`config.mk`:
```
export PLATFORM = sky130hd
export DESIGN_NAME = nonce_sweeper
export DESIGN_NICKNAME = d
export VERILOG_FILES = /design/src/rtl/nonce_sweeper.sv
export SDC_FILE = /design/constraint.sdc
export NUM_CORES = 2
export LEC_CHECK = 0
export ABC_AREA = 1
export BUFFER_PORTS_ARGS = -buffer_cell sky130_fd_sc_hd__buf_4
export CAP_MARGIN = 20
export CORE_AREA = 2 2 722 724
export CTS_BUF_LIST = sky130_fd_sc_hd__clkbuf_8
export CTS_CLUSTER_DIAMETER = 40
export DETAILED_ROUTE_END_ITERATION = 12
export DIE_AREA = 0 0 724 726
export PLACE_DENSITY = 0.3
export SYNTH_ARGS = -nofsm -noshare
export SYNTH_HDL_FRONTEND = slang
export SYNTH_SLANG_ARGS = --single-unit
```
`constraint.sdc`:
```
create_clock -name clk -period 5.3 [get_ports clk]
set_input_delay 0.53 -clock clk [delete_from_list [all_inputs] [get_ports clk]]
set_output_delay 0.53 -clock clk [all_outputs]
set_load 0.05 [all_outputs]
```
`src/rtl/nonce_sweeper.sv`:
```
// rtl/nonce_sweeper.sv - sweeps a nonce range through a single-shot double-SHA engine (optional MINER_TIMEOUT_EN)
// The engine is reset before every hash; the result is byte-reversed and compared to the target.
module nonce_sweeper #(
    parameter int TIMEOUT_CYC = 1023
) (
    input  logic         clk,
    input  logic         rst,
    input  logic [607:0] header_prefix,
    input  logic [255:0] target,
    input  logic [31:0]  nonce_start,
    input  logic [31:0]  nonce_end,
    input  logic         go,
    input  logic         abort,
    output logic         sha_rst_n,
    output logic         sha_start,
    output logic [639:0] sha_block,
    input  logic [255:0] sha_hash,
    input  logic         sha_done,
    output logic         busy,
    output logic         found,
    output logic         exhausted,
    output logic         timeout,
    output logic [31:0]  found_nonce
);

    typedef enum logic [2:0] {
        IDLE,
        ENG_RST,
        START,
        WAIT,
        CHECK,
        DONE
    } state_t;

    state_t         r_state;
    logic [607:0]   r_header;
    logic [255:0]   r_target;
    logic [31:0]    r_nonce_end;
    logic [31:0]    r_cur_nonce;
    logic [255:0]   r_hash;
    logic           r_sha_rst_n;
    logic           r_sha_start;
    logic           r_busy;
    logic           r_found;
    logic           r_exhausted;
    logic [31:0]    r_found_nonce;
    logic [255:0]   w_hash_rev;
    logic [31:0]    w_nonce_rev;
    logic           w_meets;
    logic           w_abort;

    // Engine digest has H0 in the top word; the difficulty compare wants the whole 32 bytes reversed.
    always_comb begin
        w_hash_rev = '0;
        for (int i = 0; i < 32; i++) begin
            w_hash_rev[8*i +: 8] = r_hash[255-8*i -: 8];
        end
    end

    assign w_nonce_rev = {r_cur_nonce[7:0], r_cur_nonce[15:8], r_cur_nonce[23:16], r_cur_nonce[31:24]};
    assign w_meets     = (w_hash_rev <= r_target);
    assign w_abort     = abort && (r_state != IDLE);

    // Abort must reach the engine in the same cycle, so it bypasses the register.
    assign sha_rst_n   = r_sha_rst_n && !rst && !w_abort;
    assign sha_start   = r_sha_start;
    assign sha_block   = {r_header, w_nonce_rev};
    assign busy        = r_busy;
    assign found       = r_found;
    assign exhausted   = r_exhausted;
    assign found_nonce = r_found_nonce;

`ifdef MINER_TIMEOUT_EN
    logic [15:0] r_wait_cnt;
    logic        r_timeout;
    assign timeout = r_timeout;
`else
    assign timeout = 1'b0;
`endif

    always_ff @(posedge clk) begin
        if (rst) begin
            r_state       <= IDLE;
            r_header      <= '0;
            r_target      <= '0;
            r_nonce_end   <= '0;
            r_cur_nonce   <= '0;
            r_hash        <= '0;
            r_sha_rst_n   <= 1'b1;
            r_sha_start   <= 1'b0;
            r_busy        <= 1'b0;
            r_found       <= 1'b0;
            r_exhausted   <= 1'b0;
            r_found_nonce <= '0;
`ifdef MINER_TIMEOUT_EN
            r_wait_cnt    <= '0;
            r_timeout     <= 1'b0;
`endif
        end else if (w_abort && r_state != DONE) begin
            r_state     <= DONE;
            r_sha_start <= 1'b0;
            r_sha_rst_n <= 1'b1;
        end else begin
            case (r_state)
                IDLE: begin
                    if (go) begin
                        r_header    <= header_prefix;
                        r_target    <= target;
                        r_nonce_end <= nonce_end;
                        r_cur_nonce <= nonce_start;
                        r_found     <= 1'b0;
                        r_exhausted <= 1'b0;
`ifdef MINER_TIMEOUT_EN
                        r_timeout   <= 1'b0;
`endif
                        r_busy      <= 1'b1;
                        r_sha_rst_n <= 1'b0;
                        r_state     <= ENG_RST;
                    end
                end
                ENG_RST: begin
                    r_sha_rst_n <= 1'b1;
                    r_sha_start <= 1'b1;
                    r_state     <= START;
                end
                START: begin
                    r_sha_start <= 1'b0;
`ifdef MINER_TIMEOUT_EN
                    r_wait_cnt  <= '0;
`endif
                    r_state     <= WAIT;
                end
                WAIT: begin
                    if (sha_done) begin
                        r_hash  <= sha_hash;
                        r_state <= CHECK;
`ifdef MINER_TIMEOUT_EN
                    end else if (r_wait_cnt == 16'(TIMEOUT_CYC - 1)) begin
                        r_timeout   <= 1'b1;
                        r_sha_rst_n <= 1'b0;
                        r_state     <= DONE;
                    end else begin
                        r_wait_cnt <= r_wait_cnt + 16'd1;
`endif
                    end
                end
                CHECK: begin
                    if (w_meets) begin
                        r_found       <= 1'b1;
                        r_found_nonce <= r_cur_nonce;
                        r_state       <= DONE;
                    end else if (r_cur_nonce == r_nonce_end) begin
                        r_exhausted <= 1'b1;
                        r_state     <= DONE;
                    end else begin
                        r_cur_nonce <= r_cur_nonce + 32'd1;
                        r_sha_rst_n <= 1'b0;
                        r_state     <= ENG_RST;
                    end
                end
                DONE: begin
                    r_sha_rst_n <= 1'b1;
                    r_busy      <= 1'b0;
                    r_state     <= IDLE;
                end
                default: r_state <= IDLE;
            endcase
        end
    end

endmodule

```
# Yosys cells after proc, flatten, opt, wreduce, memory -nomap -nowiden
# Index checks and enable logic that the tools add are counted.
# totals
ff_bits	1224
input_bits	1189
output_inout_bits	678
# classes
n_addsub	1
order_cmp	1
eq_ne	15
muxes	22
bitwise_logic	1
n_reduce_logical	24
# ops
cell	n
less-or-equal comparator 256 bit	1
2-to-1 mux 32 bit	3
one-hot mux 32 bit (2 select lines)	1
adder 32 x 1 -> 32 bit (second input constant)	1
equality test 32 bit	1
2-to-1 mux 3 bit	5
one-hot mux 3 bit (5 select lines)	1
inequality test 2 bit (second input constant)	6
AND reduction 3 bit	4
AND reduction 5 bit	2
inequality test 3 bit (second input constant)	3
one-hot mux 1 bit (2 select lines)	4
AND reduction 4 bit	2
2-to-1 mux 1 bit	7
equality test 3 x 2 -> 1 bit (second input constant)	2
equality test 3 bit (second input constant)	2
nonzero test 2 bit	3
nonzero test 3 bit	2
logical AND 1 bit	4
AND reduction 2 bit	2
OR reduction 2 bit	2
equality test 3 x 1 -> 1 bit (second input constant)	1
zero test 3 bit	1
one-hot mux 1 bit (3 select lines)	1
2 further kinds	3

# Logic depth before layout (Yosys ltp)
# depth
ltp_word	5
mapped_depth	26

# Least setup slack after synthesis
# OpenSTA, ideal clock, no wires.
# synth_path
path_type	register to register
startpoint	reg r_cur_nonce[0]
endpoint	reg r_cur_nonce[30]
setup_ns	0.112
arrival_ns	2.425
required_time_ns	5.188
slack_ns	2.763
path_stages_with_launch	15
path_buffers	0
synth_period_minus_slack_ns	2.537
cell_sequence	dfxtp_1 > ha_1 > nand3_2 > nor3_4 > nand3_2 > nor2_4 > nand2_4 > nor2_2 > nand4_2 > nor3_2 > xor2_1 > nand2_1 > nand2_1 > nor2_2 > nor2_2
# synth_via
elab_chain_cells	4
elab_cells_between_ends	7
cone_classes	1 x add/sub; 2 x eq/ne; 3 x mux; 1 x reduce/logical
# synth_rtl
element	line_no	source
from (decl)	39	logic [31:0] r_cur_nonce;
from (signal assigned)	110	r_cur_nonce <= nonce_start;
from (signal assigned)	156	r_cur_nonce <= r_cur_nonce + 32'd1;
adder 32 x 1 -> 32 bit	156	
2-to-1 mux 32 bit	152	end else if (r_cur_nonce == r_nonce_end) begin
2-to-1 mux 32 bit	148	if (w_meets) begin
one-hot mux 32 bit (2 select lines)	104	case (r_state)
# Parallel ways exist; a longest one is shown, timed or not. The select of a mux whose other input is x is not followed.
# A chain may end at the register's enable or synchronous reset.

# Worst setup path in the final report
# layout_path
startpoint	reg r_target[41]
endpoint	reg r_cur_nonce[23]
# layout_via
elab_chain_cells	3
# layout_rtl
element	line_no	source
from (decl)	37	logic [255:0] r_target;
from (signal assigned)	108	r_target <= target;
less-or-equal comparator 256 bit	61	assign w_meets = (w_hash_rev <= r_target);
inequality test 2 bit (no line)	--	
AND reduction 5 bit (no line)	--	
# No other way between the ends.

==> run_results.csv <==
group,metric,value,unit
die,coreArea,518600,um^2
routing,ant_nets,0,
sta,fmax,241.6,MHz
cells_and_area,syn_to_final_growth,86.61,%
logic_synthesis,syn_area,50350,um^2
power_and_ir_drop,peakVddDrop,0.0006343,V
placed_design,gp_congestion,0.9620,
placed_design,place_area,72140,um^2
worst_setup_path,path_class,"flip-flop to flip-flop",
clocking,cts_tree,"built",
logic_synthesis,synth_cells,6531,
sta,slew_viol_final,0,
clocking,clk_pin_slew,0.05,ns
clocking,cts-root-buf,"clkbuf_8",
sta,hold_ws,0.2483,ns
logic_synthesis,synthesis.nets,7977,
global_route,grt_start_max_net_pins,170,
sta,fin_setup_tns,0,ns
status,outcome,"finished clean",
global_route,grt_pass1_vias,60980,
power_and_ir_drop,intPower,0.02683,W
power_and_ir_drop,power_switching,0.02302,W
power_and_ir_drop,power_frac_clock,0.319,
power_and_ir_drop,p_leak,38.99,nW
routing,drt-initial-drc-count,3627,
routing,dr.pass1.iters,5,
global_route,antenna_found_initial,349,
logic_synthesis,post_synth_num_cell_types,45,
cells_and_area,drive_above_1_share,0.2611,
sta,setup_viol,0,
clocking,cts_buffer_depth,4,
global_route,grt_pass1_wl,605.1,mm
sta,skew,0.08467,ns
placed_design,place.port_buffers,1865,
clocking,numCtsBuffers,370,
die,start_util,0.09710,
cells_and_area,final_core_util,0.1812,
power_and_ir_drop,finalPower,0.04985,W
routing,drc_errors,0,
cells_and_area,postLayoutCellArea,93960,um^2
clocking,postCtsSetupRepairBufs,0,
global_route,grt_overflow,0,
die,ios,1867,
die,die_h,726,um
routing,totalWireLength,473.7,mm
worst_setup_path,critPathRequiredTime,6.23,ns
logic_synthesis,ys.flop_type,"dfxtp_1",
logic_synthesis,syn_area_per_cell,7.710,um^2
power_and_ir_drop,swShare,0.4618,
sta,tightest_slew,1.295,ns
sta,rsz0062_at_grt,"false",
cells_and_area,mostFrequentLayoutCells,"buf_4, dlygate4sd3_1, dfxtp_1",
power_and_ir_drop,power.density,530.5,nW/um^2
worst_setup_path,crit_fanout,58,
global_route,track_usage,0.1722,
sta,post-route-period-util,0.7810,
logic_synthesis,synth-seq-cells,1224,
worst_hold_path,hp-class,"input pin to flip-flop",
die,fp.dieW,724,um
logic_synthesis,synth_edf_count,0,
die,rows,265,
logic_synthesis,synth-seq-area-share,0.4866,
worst_setup_path,cp.arrival,5.07,ns
clocking,cts.htree.levels,5,
worst_setup_path,crit_path_start_kind,"flip-flop",
routing,routedWlPerCell,27.74,um
placed_design,dpl.hpwl,391.8,mm
clocking,cts_sinks,1224,
logic_synthesis,yosysWarningCount,0,
logic_synthesis,synthArstFlopShare,0,
cells_and_area,fin_nets,11105,
die,die_area,525600,um^2
sta,slew_headroom,0.1366,
routing,vias_per_cell,3.528,
routing,num_vias,60233,
flow_run,max_cap_violations,0,
sta,hold_violations,0,
worst_setup_path,end_kind,"flip-flop",
cells_and_area,final_common_cell,"buf_4",
clocking,clk_latency,1.12,ns
power_and_ir_drop,p_comb_frac,0.429,
power_and_ir_drop,seqPwrFrac,0.252,
sta,fin_crit,4.139,ns
critical path, stage by stage, from the launching register on:
cell,delay [ns]
dfxtp_1,0.30
inv_1,0.05
ha_1,0.31
nand2_1,0.07
inv_1,0.03
o21ai_0,0.16
a21oi_1,0.09
nor2_1,0.17
nand2_1,0.15
a21oi_1,0.51
nand2_1,0.23
nand2_1,0.10
nand2_1,0.10
nand2_1,0.09
nand2_1,0.04
nand2_1,0.32
nand2_2,0.27
nand3_4,0.11
buf_4,0.57
nand2_1,0.11
nand2_1,0.09
nor2_1,0.04
cell usage after synthesis (3+ instances only):
cell type  number  area share
nor2_2          6     0.00075
dfxtp_1      1224        0.49
o2111ai_1       6      0.0010
nand2_1      1088       0.081
buf_1          17      0.0013
buf_2          42      0.0042
ha_1          257       0.064
nand3_2         3     0.00060
nor3_2          3     0.00060
o21bai_1        4     0.00060
o21a_1         13      0.0019
nor4_2          3     0.00075
inv_2           7     0.00052
xnor2_1        21      0.0037
nor3_1         21      0.0021
nor2_1        643       0.048
nand3_1       651       0.065
nor4_1          7     0.00087
o21ai_0       576       0.057
nand4_1        37      0.0046
inv_1         356       0.027
nand2_2         4     0.00050
clkbuf_1      421       0.031
xor2_1         25      0.0043
buf_4           4     0.00060
buf_6           3     0.00067
a21oi_1      1065        0.11
sequential cells by signal, indices dropped and copies added (netlist names):
register and count:
r_header 608, r_hash 256, r_target 256, found_nonce 32, r_cur_nonce 32, r_nonce_end 32, r_state 3, busy 1
exhausted 1, found 1, r_sha_rst_n 1, sha_start 1
layout make-up:
cell class	count	area [um^2]
fillers	59374	424600
repair buffers	3244	27890
flip-flops and latches	1224	24500
multi-input cells	4456	22580
well taps	6942	8686
clock buffers	449	6180
clock inverters	228	2328
inverters	363	1378
diodes	168	420.4
what timing repair did:
action,in CTS,in global routing
hold buffers,1288,0
endpoints found under the hold margin,1189,0
setup endpoints to repair,0,0
gates resized for setup,0,0
routing by layer:
metal | track usage | wire [um] | vias to the layer above
met4 | 0.06910 | 23280 | 112
met1 | 0.2019 | 190600 | 28641
li1 | - | - | 28428
met2 | 0.2914 | 223000 | 2120
met3 | 0.05224 | 36030 | 932
met5 | 0 | 741 | -
path summary, 6_finish.rpt:
kind                                                start                      endpoint  slack, ns  depth (start not counted)
worst min-delay path                        sha_hash[225]      r_hash[225]$_SDFFE_PP0P_       0.25                          4
worst max register to register  r_target[41]$_SDFFE_PP0P_  r_cur_nonce[23]$_SDFFE_PP0P_       1.16                         21
worst min register to register  r_target[29]$_SDFFE_PP0P_     r_target[29]$_SDFFE_PP0P_       0.46                          2
worst max-delay path            r_target[41]$_SDFFE_PP0P_  r_cur_nonce[23]$_SDFFE_PP0P_       1.16                         21
through the flow:
stage | setup WS [ns] | cells
2_1_floorplan | 2.763 | 6531
5_1_grt | 0.7979 | 17007
3_5_place_dp | 1.063 | 14941
4_1_cts | 0.9854 | 16906
3_3_place_gp | 1.059 | 14941
6_report | 1.161 | 17074
power groups by stage:
stage / clock, W / sequential [W] / combinational, W
floorplan: 0 / 0.0163 / 0.00741
global placement: 0 / 0.0127 / 0.0206
detailed placement: 0 / 0.0127 / 0.0206
CTS: 0.0165 / 0.0126 / 0.0218
global route: 0.0169 / 0.0128 / 0.0229
finish: 0.0159 / 0.0126 / 0.0214
kinds of logic (layout without fill, tap and decap cells):
kind of cell,after synthesis,count (layout),synth area share
adder cells (fa/ha/maj),257,257,0.06386
AO/OA/AOI/OAI,1672,1672,0.1679
flip-flops,1224,1224,0.4866
buffers and inverters,851,4284,0.06543
other,1,169,0.00007448
XOR/XNOR,46,46,0.008001
AND/OR/NAND/NOR,2480,2480,0.2081
Note: power is estimated with default switching activity, not from simulation.
